===== config.mk =====
export PLATFORM = sky130hd
export DESIGN_NAME = iob_fifo_sync_fwft_flat
export DESIGN_NICKNAME = d
export VERILOG_FILES = /design/src/rtl/iob_fifo_sync_fwft_pkg.sv /design/src/rtl/iob_fifo_sync_fwft_if.sv /design/src/rtl/iob_fifo_sync_fwft_prefetch.sv /design/src/rtl/iob_fifo_sync_fwft.sv /design/src/flat_wrapper.sv
export SDC_FILE = /design/constraint.sdc
export NUM_CORES = 1
export LEC_CHECK = 0
export ABC_AREA = 0
export CAP_MARGIN = 10
export CORE_MARGIN = 2
export CORE_UTILIZATION = 44
export CTS_BUF_LIST = sky130_fd_sc_hd__clkbuf_4
export DETAILED_ROUTE_END_ITERATION = 6
export DONT_BUFFER_PORTS = 1
export GPL_ROUTABILITY_DRIVEN = 0
export MAX_ROUTING_LAYER = met4
export PLACE_DENSITY = 0.71
export SLEW_MARGIN = 10
export SYNTH_ARGS = -nofsm -noshare
export SYNTH_HDL_FRONTEND = slang
export SYNTH_SLANG_ARGS = --single-unit

===== constraint.sdc =====
create_clock -name clk_i -period 6 [get_ports clk_i]
set_clock_uncertainty 0.2 [all_clocks]
set_input_delay 1.8 -clock clk_i [delete_from_list [all_inputs] [get_ports clk_i]]
set_output_delay 1.8 -clock clk_i [all_outputs]
set_load 0.02 [all_outputs]

===== src/rtl/iob_fifo_sync_fwft_pkg.sv =====
// -----------------------------------------------------------------------------
// iob_fifo_sync_fwft_pkg
//  Shared definitions for the synchronous FIFO slice: depth / level-width
//  helpers, read-mode constants, the prefetch buffer depth and the sticky
//  error flag record.
// -----------------------------------------------------------------------------
package iob_fifo_sync_fwft_pkg;

   // Read-mode selector values for the FWFT parameter.
   localparam int FWFT_STD = 0;   // data one cycle after r_en_i
   localparam int FWFT_ON  = 1;   // head word presented before r_en_i

   // Number of words held by the first-word-fall-through prefetch stage.
   localparam int PF_DEPTH = 2;

   // Number of words addressable by an ADDR_W-bit RAM address.
   function automatic int fifo_depth(input int addr_w);
      return 1 << addr_w;
   endfunction

   // A level counter must represent 0..DEPTH inclusive.
   function automatic int level_w(input int addr_w);
      return addr_w + 1;
   endfunction

   // Sticky error flags, cleared only by reset or err_clr_i.
   typedef struct packed {
      logic overflow;
      logic underflow;
   } err_flags_t;

endpackage : iob_fifo_sync_fwft_pkg


===== src/rtl/iob_fifo_sync_fwft_if.sv =====
// -----------------------------------------------------------------------------
// iob_fifo_sync_fwft_if
//  Bundles every FIFO signal except clock and reset.
//   Control : flush_i, err_clr_i
//   Write   : w_en_i, w_data_i, w_full_o, almost_full_o
//   Read    : r_en_i, r_data_o, r_empty_o, almost_empty_o
//   Status  : level_o, overflow_o, underflow_o
//   RAM     : ext_mem_* (2-port RAM with 1-cycle registered read)
//  slave  = the FIFO itself; master = producer/consumer/RAM environment.
// -----------------------------------------------------------------------------
interface iob_fifo_sync_fwft_if
   import iob_fifo_sync_fwft_pkg::*;
#(
   parameter int DATA_W = 8,
   parameter int ADDR_W = 4
);

   logic                       flush_i;
   logic                       err_clr_i;

   logic                       w_en_i;
   logic [DATA_W-1:0]          w_data_i;
   logic                       w_full_o;
   logic                       almost_full_o;

   logic                       r_en_i;
   logic [DATA_W-1:0]          r_data_o;
   logic                       r_empty_o;
   logic                       almost_empty_o;

   logic [level_w(ADDR_W)-1:0] level_o;
   logic                       overflow_o;
   logic                       underflow_o;

   logic                       ext_mem_clk_o;
   logic                       ext_mem_w_en_o;
   logic [ADDR_W-1:0]          ext_mem_w_addr_o;
   logic [DATA_W-1:0]          ext_mem_w_data_o;
   logic                       ext_mem_r_en_o;
   logic [ADDR_W-1:0]          ext_mem_r_addr_o;
   logic [DATA_W-1:0]          ext_mem_r_data_i;

   modport slave (
      input  flush_i, err_clr_i,
      input  w_en_i, w_data_i,
      output w_full_o, almost_full_o,
      input  r_en_i,
      output r_data_o, r_empty_o, almost_empty_o,
      output level_o, overflow_o, underflow_o,
      output ext_mem_clk_o, ext_mem_w_en_o, ext_mem_w_addr_o, ext_mem_w_data_o,
      output ext_mem_r_en_o, ext_mem_r_addr_o,
      input  ext_mem_r_data_i
   );

   modport master (
      output flush_i, err_clr_i,
      output w_en_i, w_data_i,
      input  w_full_o, almost_full_o,
      output r_en_i,
      input  r_data_o, r_empty_o, almost_empty_o,
      input  level_o, overflow_o, underflow_o,
      input  ext_mem_clk_o, ext_mem_w_en_o, ext_mem_w_addr_o, ext_mem_w_data_o,
      input  ext_mem_r_en_o, ext_mem_r_addr_o,
      output ext_mem_r_data_i
   );

endinterface : iob_fifo_sync_fwft_if


===== src/rtl/iob_fifo_sync_fwft_prefetch.sv =====
// -----------------------------------------------------------------------------
// iob_fifo_sync_fwft_prefetch
//  Two-entry prefetch stage for first-word-fall-through reads. It keeps the
//  RAM read pipeline busy so the head word is always presented, and sustains
//  one word per cycle while pop_i is held.
//  Ports:
//   clk_i, rst_i    clock, synchronous active-high reset
//   flush_i         drop buffered and in-flight words
//   level_i         words held by the whole FIFO (RAM + in-flight + buffer)
//   pop_i           effective read of the presented word (already qualified)
//   mem_r_data_i    RAM read data, valid the cycle after mem_r_en_o
//   mem_r_en_o      RAM read request (caller advances its read pointer)
//   data_o          presented head word
//   empty_o         no word presented
// -----------------------------------------------------------------------------
module iob_fifo_sync_fwft_prefetch
   import iob_fifo_sync_fwft_pkg::*;
#(
   parameter int DATA_W = 8,
   parameter int LVL_W  = 5
) (
   input  logic              clk_i,
   input  logic              rst_i,
   input  logic              flush_i,
   input  logic [LVL_W-1:0]  level_i,
   input  logic              pop_i,
   input  logic [DATA_W-1:0] mem_r_data_i,
   output logic              mem_r_en_o,
   output logic [DATA_W-1:0] data_o,
   output logic              empty_o
);

   logic [DATA_W-1:0] slot0, slot1;          // slot0 is the head
   logic [DATA_W-1:0] slot0_nxt, slot1_nxt;
   logic [1:0]        cnt, cnt_nxt;          // words parked in the slots
   logic              rd_vld;                // RAM data lands this cycle
   logic [LVL_W-1:0]  held;
   logic [2:0]        keep;
   logic              ram_avail;

   // Words already owned by this stage; anything beyond that in level_i is
   // still sitting unread in the RAM.
   assign held      = LVL_W'(cnt) + LVL_W'(rd_vld);
   assign ram_avail = (level_i > held);

   // Occupancy after this edge if no further read were issued. A new read is
   // only launched when its word is guaranteed a slot on arrival; counting
   // the pop this cycle is what allows back-to-back delivery.
   assign keep       = {1'b0, cnt} + {2'b00, rd_vld} - {2'b00, pop_i};
   assign mem_r_en_o = ~rst_i & ~flush_i & ram_avail & (keep < 3'(PF_DEPTH));

   // An arriving word is presented straight from the RAM output while the
   // slots are empty, which gives the two-cycle write-to-visible latency.
   assign empty_o = (cnt == 2'd0) & ~rd_vld;
   assign data_o  = ((cnt == 2'd0) && rd_vld) ? mem_r_data_i : slot0;

   // NOTE: every signal written here gets a default first so that no path
   // leaves it unassigned, which would otherwise infer a latch.
   always_comb begin
      slot0_nxt = slot0;
      slot1_nxt = slot1;
      cnt_nxt   = cnt;
      if (pop_i && (cnt != 2'd0)) begin
         slot0_nxt = slot1;
         cnt_nxt   = cnt - 2'd1;
      end
      // An arriving word popped while the slots are empty bypasses them.
      if (rd_vld && !(pop_i && (cnt == 2'd0))) begin
         if (cnt_nxt == 2'd0) begin
            slot0_nxt = mem_r_data_i;
         end else begin
            slot1_nxt = mem_r_data_i;
         end
         cnt_nxt = cnt_nxt + 2'd1;
      end
   end

   // NOTE: state registers use non-blocking assignments so every register
   // samples pre-edge values regardless of statement order.
   always_ff @(posedge clk_i) begin
      if (rst_i) begin
         // NOTE: the slots are data storage but are reset anyway because
         // slot0 drives r_data_o, which must read as zero after reset.
         slot0  <= '0;
         slot1  <= '0;
         cnt    <= 2'd0;
         rd_vld <= 1'b0;
      end else if (flush_i) begin
         // Stale slot contents are unreachable once cnt is zero; a read
         // still in flight is discarded by clearing rd_vld.
         cnt    <= 2'd0;
         rd_vld <= 1'b0;
      end else begin
         slot0  <= slot0_nxt;
         slot1  <= slot1_nxt;
         cnt    <= cnt_nxt;
         rd_vld <= mem_r_en_o;
      end
   end

endmodule : iob_fifo_sync_fwft_prefetch


===== src/rtl/iob_fifo_sync_fwft.sv =====
// -----------------------------------------------------------------------------
// iob_fifo_sync_fwft
//  Single-clock FIFO on an external 2-port RAM (1-cycle registered read) with
//  optional first-word-fall-through, almost-full/almost-empty thresholds,
//  flush and sticky overflow/underflow flags.
//  Ports:
//   clk_i  clock (also forwarded as ext_mem_clk_o)
//   rst_i  synchronous reset, active-high
//   bus    iob_fifo_sync_fwft_if.slave: write/read handshakes, status flags,
//          level, sticky errors and the external RAM port
//  Parameters: DATA_W, ADDR_W (DEPTH = 2**ADDR_W), FWFT (0 std / 1 FWFT),
//   AFULL_TH (almost_full when level >= AFULL_TH),
//   AEMPTY_TH (almost_empty when level <= AEMPTY_TH).
// -----------------------------------------------------------------------------
module iob_fifo_sync_fwft
   import iob_fifo_sync_fwft_pkg::*;
#(
   parameter int DATA_W    = 8,
   parameter int ADDR_W    = 4,
   parameter int FWFT      = FWFT_STD,
   parameter int AFULL_TH  = (2 ** ADDR_W) - 1,
   parameter int AEMPTY_TH = 1
) (
   input logic                 clk_i,
   input logic                 rst_i,
   iob_fifo_sync_fwft_if.slave bus
);

   localparam int               DEPTH    = fifo_depth(ADDR_W);
   localparam int               LVL_W    = level_w(ADDR_W);
   localparam logic [LVL_W-1:0] DEPTH_L  = LVL_W'(DEPTH);
   localparam logic [LVL_W-1:0] AFULL_L  = LVL_W'(AFULL_TH);
   localparam logic [LVL_W-1:0] AEMPTY_L = LVL_W'(AEMPTY_TH);

   logic [ADDR_W-1:0] w_ptr, r_ptr;
   logic [LVL_W-1:0]  level, level_nxt;
   logic              w_full, r_empty;
   logic              almost_full, almost_empty;
   err_flags_t        err;
   logic              wr_eff, rd_eff, mem_r_en;
   logic [DATA_W-1:0] r_data;

   // Flush and reset override both requests. w_full is the registered flag,
   // so a write while full is dropped even if a read frees a slot this cycle.
   assign wr_eff = bus.w_en_i & ~w_full  & ~bus.flush_i & ~rst_i;
   assign rd_eff = bus.r_en_i & ~r_empty & ~bus.flush_i & ~rst_i;

   always_comb begin
      level_nxt = level;
      if (bus.flush_i) begin
         level_nxt = '0;
      end else begin
         case ({wr_eff, rd_eff})
            2'b10:   level_nxt = level + LVL_W'(1);
            2'b01:   level_nxt = level - LVL_W'(1);
            default: level_nxt = level;
         endcase
      end
   end

   always_ff @(posedge clk_i) begin
      if (rst_i) begin
         w_ptr        <= '0;
         r_ptr        <= '0;
         level        <= '0;
         w_full       <= 1'b0;
         almost_full  <= 1'b0;
         almost_empty <= 1'b1;
         err          <= '0;
      end else begin
         if (bus.flush_i) begin
            w_ptr <= '0;
            r_ptr <= '0;
         end else begin
            if (wr_eff)   w_ptr <= w_ptr + 1'b1;
            if (mem_r_en) r_ptr <= r_ptr + 1'b1;
         end
         level        <= level_nxt;
         w_full       <= (level_nxt == DEPTH_L);
         almost_full  <= (level_nxt >= AFULL_L);
         almost_empty <= (level_nxt <= AEMPTY_L);
         // A new error event wins over a clear in the same cycle.
         err.overflow  <= (bus.w_en_i & w_full  & ~bus.flush_i)
                        | (err.overflow  & ~bus.err_clr_i);
         err.underflow <= (bus.r_en_i & r_empty & ~bus.flush_i)
                        | (err.underflow & ~bus.err_clr_i);
      end
   end

   if (FWFT == FWFT_ON) begin : g_fwft
      iob_fifo_sync_fwft_prefetch #(
         .DATA_W (DATA_W),
         .LVL_W  (LVL_W)
      ) u_prefetch (
         .clk_i        (clk_i),
         .rst_i        (rst_i),
         .flush_i      (bus.flush_i),
         .level_i      (level),
         .pop_i        (rd_eff),
         .mem_r_data_i (bus.ext_mem_r_data_i),
         .mem_r_en_o   (mem_r_en),
         .data_o       (r_data),
         .empty_o      (r_empty)
      );
   end else begin : g_std
      logic              rd_pending;   // RAM output carries a fresh word
      logic [DATA_W-1:0] hold;
      logic              empty_q;

      assign mem_r_en = rd_eff;

      always_ff @(posedge clk_i) begin
         if (rst_i) begin
            rd_pending <= 1'b0;
            hold       <= '0;
            empty_q    <= 1'b1;
         end else begin
            rd_pending <= rd_eff;
            if (rd_pending) hold <= bus.ext_mem_r_data_i;
            empty_q    <= (level_nxt == '0);
         end
      end

      // The last word read stays on r_data_o until the next read, even if
      // the RAM output register changes underneath.
      assign r_data  = rd_pending ? bus.ext_mem_r_data_i : hold;
      assign r_empty = empty_q;
   end

   assign bus.w_full_o         = w_full;
   assign bus.almost_full_o    = almost_full;
   assign bus.r_data_o         = r_data;
   assign bus.r_empty_o        = r_empty;
   assign bus.almost_empty_o   = almost_empty;
   assign bus.level_o          = level;
   assign bus.overflow_o       = err.overflow;
   assign bus.underflow_o      = err.underflow;

   assign bus.ext_mem_clk_o    = clk_i;
   assign bus.ext_mem_w_en_o   = wr_eff;
   assign bus.ext_mem_w_addr_o = w_ptr;
   assign bus.ext_mem_w_data_o = bus.w_data_i;
   assign bus.ext_mem_r_en_o   = mem_r_en;
   assign bus.ext_mem_r_addr_o = r_ptr;

endmodule : iob_fifo_sync_fwft


===== src/flat_wrapper.sv =====
// flat-port wrapper written by rule: the top's interface ports become plain ports
module iob_fifo_sync_fwft_flat import iob_fifo_sync_fwft_pkg::*;
#(
   parameter int DATA_W    = 8,
   parameter int ADDR_W    = 4,
   parameter int FWFT      = FWFT_STD,
   parameter int AFULL_TH  = (2 ** ADDR_W) - 1,
   parameter int AEMPTY_TH = 1
)
  (clk_i, rst_i, bus_flush_i, bus_err_clr_i, bus_w_en_i, bus_w_data_i, bus_w_full_o, bus_almost_full_o, bus_r_en_i, bus_r_data_o, bus_r_empty_o, bus_almost_empty_o, bus_level_o, bus_overflow_o, bus_underflow_o, bus_ext_mem_clk_o, bus_ext_mem_w_en_o, bus_ext_mem_w_addr_o, bus_ext_mem_w_data_o, bus_ext_mem_r_en_o, bus_ext_mem_r_addr_o, bus_ext_mem_r_data_i);
  iob_fifo_sync_fwft_if #(.DATA_W(DATA_W), .ADDR_W(ADDR_W)) bus_i ();
  input logic clk_i;
  input logic rst_i;
  input wire logic [$bits(bus_i.flush_i)-1:0] bus_flush_i;
  input wire logic [$bits(bus_i.err_clr_i)-1:0] bus_err_clr_i;
  input wire logic [$bits(bus_i.w_en_i)-1:0] bus_w_en_i;
  input wire logic [$bits(bus_i.w_data_i)-1:0] bus_w_data_i;
  output wire logic [$bits(bus_i.w_full_o)-1:0] bus_w_full_o;
  output wire logic [$bits(bus_i.almost_full_o)-1:0] bus_almost_full_o;
  input wire logic [$bits(bus_i.r_en_i)-1:0] bus_r_en_i;
  output wire logic [$bits(bus_i.r_data_o)-1:0] bus_r_data_o;
  output wire logic [$bits(bus_i.r_empty_o)-1:0] bus_r_empty_o;
  output wire logic [$bits(bus_i.almost_empty_o)-1:0] bus_almost_empty_o;
  output wire logic [$bits(bus_i.level_o)-1:0] bus_level_o;
  output wire logic [$bits(bus_i.overflow_o)-1:0] bus_overflow_o;
  output wire logic [$bits(bus_i.underflow_o)-1:0] bus_underflow_o;
  output wire logic [$bits(bus_i.ext_mem_clk_o)-1:0] bus_ext_mem_clk_o;
  output wire logic [$bits(bus_i.ext_mem_w_en_o)-1:0] bus_ext_mem_w_en_o;
  output wire logic [$bits(bus_i.ext_mem_w_addr_o)-1:0] bus_ext_mem_w_addr_o;
  output wire logic [$bits(bus_i.ext_mem_w_data_o)-1:0] bus_ext_mem_w_data_o;
  output wire logic [$bits(bus_i.ext_mem_r_en_o)-1:0] bus_ext_mem_r_en_o;
  output wire logic [$bits(bus_i.ext_mem_r_addr_o)-1:0] bus_ext_mem_r_addr_o;
  input wire logic [$bits(bus_i.ext_mem_r_data_i)-1:0] bus_ext_mem_r_data_i;
  assign bus_i.flush_i = bus_flush_i;
  assign bus_i.err_clr_i = bus_err_clr_i;
  assign bus_i.w_en_i = bus_w_en_i;
  assign bus_i.w_data_i = bus_w_data_i;
  assign bus_w_full_o = bus_i.w_full_o;
  assign bus_almost_full_o = bus_i.almost_full_o;
  assign bus_i.r_en_i = bus_r_en_i;
  assign bus_r_data_o = bus_i.r_data_o;
  assign bus_r_empty_o = bus_i.r_empty_o;
  assign bus_almost_empty_o = bus_i.almost_empty_o;
  assign bus_level_o = bus_i.level_o;
  assign bus_overflow_o = bus_i.overflow_o;
  assign bus_underflow_o = bus_i.underflow_o;
  assign bus_ext_mem_clk_o = bus_i.ext_mem_clk_o;
  assign bus_ext_mem_w_en_o = bus_i.ext_mem_w_en_o;
  assign bus_ext_mem_w_addr_o = bus_i.ext_mem_w_addr_o;
  assign bus_ext_mem_w_data_o = bus_i.ext_mem_w_data_o;
  assign bus_ext_mem_r_en_o = bus_i.ext_mem_r_en_o;
  assign bus_ext_mem_r_addr_o = bus_i.ext_mem_r_addr_o;
  assign bus_i.ext_mem_r_data_i = bus_ext_mem_r_data_i;
  iob_fifo_sync_fwft #(.DATA_W(DATA_W), .ADDR_W(ADDR_W), .FWFT(FWFT), .AFULL_TH(AFULL_TH), .AEMPTY_TH(AEMPTY_TH)) u_core (.clk_i(clk_i), .rst_i(rst_i), .bus(bus_i));
endmodule

# Word-level counts from Yosys, hierarchy flattened
# Index checks and enable logic that the tools add are counted.
dict set report word_totals {
  ff_bits 28
  input_bits 22
  output_inout_bits 38
}
dict set report classes {
  magnitude_cmp 2
  muxes 3
  n_bitwise 19
  n_addsub 4
  reduce_logical 2
  n_eq_ne 3
}
# operator count
set op_table {}
lappend op_table {{bitwise AND 1 bit} 12}
lappend op_table {{one-hot mux 5 bit (2 select lines)} 1}
lappend op_table {{adder 4 x 1 -> 4 bit, second input constant} 2}
lappend op_table {{two-way mux 8 bit} 1}
lappend op_table {{adder 5 x 1 -> 5 bit, second input constant} 1}
lappend op_table {{equality test 5 bit, second input constant} 1}
lappend op_table {{greater-or-equal comparator 5 x 4 -> 1 bit, second input constant} 1}
lappend op_table {{less-or-equal comparator 5 x 1 -> 1 bit, second input constant} 1}
lappend op_table {{logical NOT 5 bit} 1}
lappend op_table {{two-way mux 5 bit} 1}
lappend op_table {{NOT 1 bit} 5}
lappend op_table {{subtractor 5 x 1 -> 5 bit, second input constant} 1}
lappend op_table {{equality test 2 x 1 -> 1 bit, second input constant} 1}
lappend op_table {{equality test 2 bit, second input constant} 1}
lappend op_table {{OR 1 bit} 2}
lappend op_table {{OR reduction 2 bit} 1}

# Longest topological paths before layout
dict set report depth {
  ltp_word 8
  depth_mapped 11
  depth_no_buf 11
}

==> flow_metrics.tcl <==
set metrics [dict create \
    required_ps 4000 \
    worst_pin_slew_ps 490 \
    multi_input_area_um2 738 \
    yosysMostFrequentCell "dfxtp_1" \
    fillers 317 \
    die_w_um 60.7 \
    drc_errors 0 \
    drt_iter0_drc 29 \
    ys.warnings.count 0 \
    ys_async_sr_fraction_pct 0 \
    worstHoldPathType "flip-flop to flip-flop" \
    maxCapViolations 0 \
    viasPerCell 5.55 \
    grt_max_degree 17 \
    grt_usage_pct 15.3 \
    seq_area_um2 561 \
    avgSynthCellArea_um2 9.17 \
    pin_count 60 \
    grt_overflow 0 \
    die-area_um2 3680 \
    tns_ps 0 \
    fp-row-count 20 \
    fin_cells 187 \
    p_leak_nw 0.540 \
    ctsHtreeMaxLevel 1 \
    wl_per_cell_um 14.6 \
    finalPower_mw 0.327 \
    globalRouteMet3Util_pct 4.69 \
    synth_area_um2 1410 \
    power_frac_seq_pct 58.5 \
    p_per_area_nw_per_um2 229 \
    p_int_mw 0.260 \
    antenna_left 0 \
    grt_pass1_vias 927 \
    layout.nets 170 \
    synthTopCellsByArea "dfxtp_1 (40%), mux2_2 (6.4%), buf_4 (4.8%)" \
    synth_top_area_share_pct 39.7 \
    rsz0062_at_grt "false" \
    path_clk_slew_ps 150 \
    synth_cell_types 39 \
    hpwl_mm 2.08 \
    dr.pass1.iters 4 \
    numPortBuffers 0 \
    syn_nets 180 \
    gr-usage-met1_pct 18.3 \
    drive_above_1_share_pct 14.0 \
    yosysSeqAreaShare_pct 39.7 \
    swShare_pct 20.3 \
    antennaDiodeCount 0 \
    cp.arrival_ps 3000 \
    synth-seq-cells 28 \
    clockBufferDepth 2 \
    cts_setup_buffers 0 \
    met2_usage_pct 26.0 \
    areaGrowthSynthToFinish_pct 1.15 \
    pwr-share-clk_pct 37.5 \
    busiest_layer "met2" \
    relSlewSlack_pct 67.3 \
    synth_edf_count 0 \
    path_class "clock port to output port" \
    outcome "finished clean" \
    cts_resized 0 \
    place_inst 183 \
    critPathMaxFanout 2 \
    critPathLaunchType "clock port" \
    num_vias 1038 \
    slew_viol_final 0 \
    hold_violations 0 \
    cp-end-kind "output port" \
    peakVddDrop_v 0.0000987 \
    cts_tree "done" \
    combPwrFrac_pct 4.0 \
    cts.sinks 28 \
    initial_core_util_pct 46.3 \
    hold_buffers 0 \
    final_util_pct 46.8 \
    synth_largest_area_cell "dfxtp_1" \
    cts-root-buf "clkbuf_4" \
    power.switching_mw 0.0663 \
    synth-main-ff-cell "dfxtp_1" \
    design.core.area_um2 3050 \
    synth_common_cells "dfxtp_1 (28), nor2_1 (14), nand2_1 (10), nor2b_1 (10), buf_4 (9)" \
    wirelength_mm 2.73 \
    syn_inst 154 \
    antenna_found_initial 0 \
    cts_buffers 3 \
    setup_viol 0 \
    clk_latency_ps 330 \
    grt_pass1_wl_mm 4.13 \
    die_h_um 60.7 \
]
-- routing by layer --
layer / wire length [µm] / up-vias
li1: - / 494
met1: 1120 / 485
met2: 1340 / 55
met4: 22 / 0
met3: 247 / 4
met5: 0 / -
-- final timing paths --
check,start,to,slack (ps),cells past startpoint
max,clk_i,bus_ext_mem_clk_o,1000,0
min,u_core.bus.overflow_o,u_core.bus.overflow_o,370,2
max reg2reg,u_core.bus.r_empty_o,u_core.bus.almost_full_o,2510,11
min reg2reg,u_core.bus.overflow_o,u_core.bus.overflow_o,370,2
-- power by group through the flow --
stage / Sequential (mW) / Clock, mW / Combinational, mW
after CTS: 0.191 / 0.125 / 0.0130
after global routing: 0.192 / 0.132 / 0.0143
final: 0.191 / 0.122 / 0.0129
after global placement: 0.195 / 0 / 0.0125
after floorplan: 0.195 / 0.0195 / 0.0199
after detailed placement: 0.195 / 0 / 0.0129
-- layout by cell type (no fill, tap or decap), drive strengths merged, types with 2 or more instances in the layout --
cell type	synthesis	layout
nor2b	10	10
nand2	10	10
dfxtp	28	28
ha	4	4
mux2i	3	3
nor3b	2	2
mux2	8	8
nand2b	5	5
nand3	2	2
or2	2	2
a21oi	9	9
o21ai	2	2
nand4b	3	3
xnor2	5	5
nand3b	2	2
inv	6	6
clkbuf	5	3
nor2	14	14
nand4	3	3
xor2	5	5
-- worst register-to-register path, delay by kind of cell, from the launching register on --
family                   cells  cell delay, ps
AND/OR/NAND/NOR              4            1350
AO/OA/AOI/OAI                3             590
flip-flops                   1             430
XOR/XNOR                     2             310
buffers and inverters        1             300
adder cells (fa/ha/maj)      1             230
-- logic make-up (layout without fill, tap and decap cells) --
logic type	Yosys count	after routing	share of synthesized area, %
adder cells (fa/ha/maj)	4	4	3.54
buffers and inverters	21	10	8.06
flip-flops	28	28	39.7
AO/OA/AOI/OAI	19	19	8.95
multiplexers	11	11	8.50
AND/OR/NAND/NOR	61	61	25.1
XOR/XNOR	10	10	6.20
-- layout make-up --
type                       count  area share (%)
multi-input combinational    105            51.7
sequential                    28            39.2
tap                           44            3.85
clock inverter                 1            2.10
clock buffer                   3            1.58
inverter                       6            1.58
-- stage by stage --
step	area, µm²	hold WS (ps)	worst slack (ps)
2_1_floorplan	1410	343	866
3_3_place_gp	1380	359	1000
3_5_place_dp	1380	359	1000
4_1_cts	1430	378	1000
5_1_grt	1430	402	1000
6_report	1430	373	1000
-- sequential cells by signal, summed over array words and instances, names as in the netlist --
register and flops:
u_core.bus.overflow_o 1, u_core.g_std.hold 8, u_core.bus.almost_full_o 1, u_core.bus.almost_empty_o 1, u_core.bus.ext_mem_w_addr_o 4, u_core.bus.r_empty_o 1, u_core.g_std.rd_pending 1, u_core.bus.level_o 5
u_core.bus.ext_mem_r_addr_o 4, u_core.bus.underflow_o 1, u_core.bus.w_full_o 1
(Power assumes the default switching activity.)
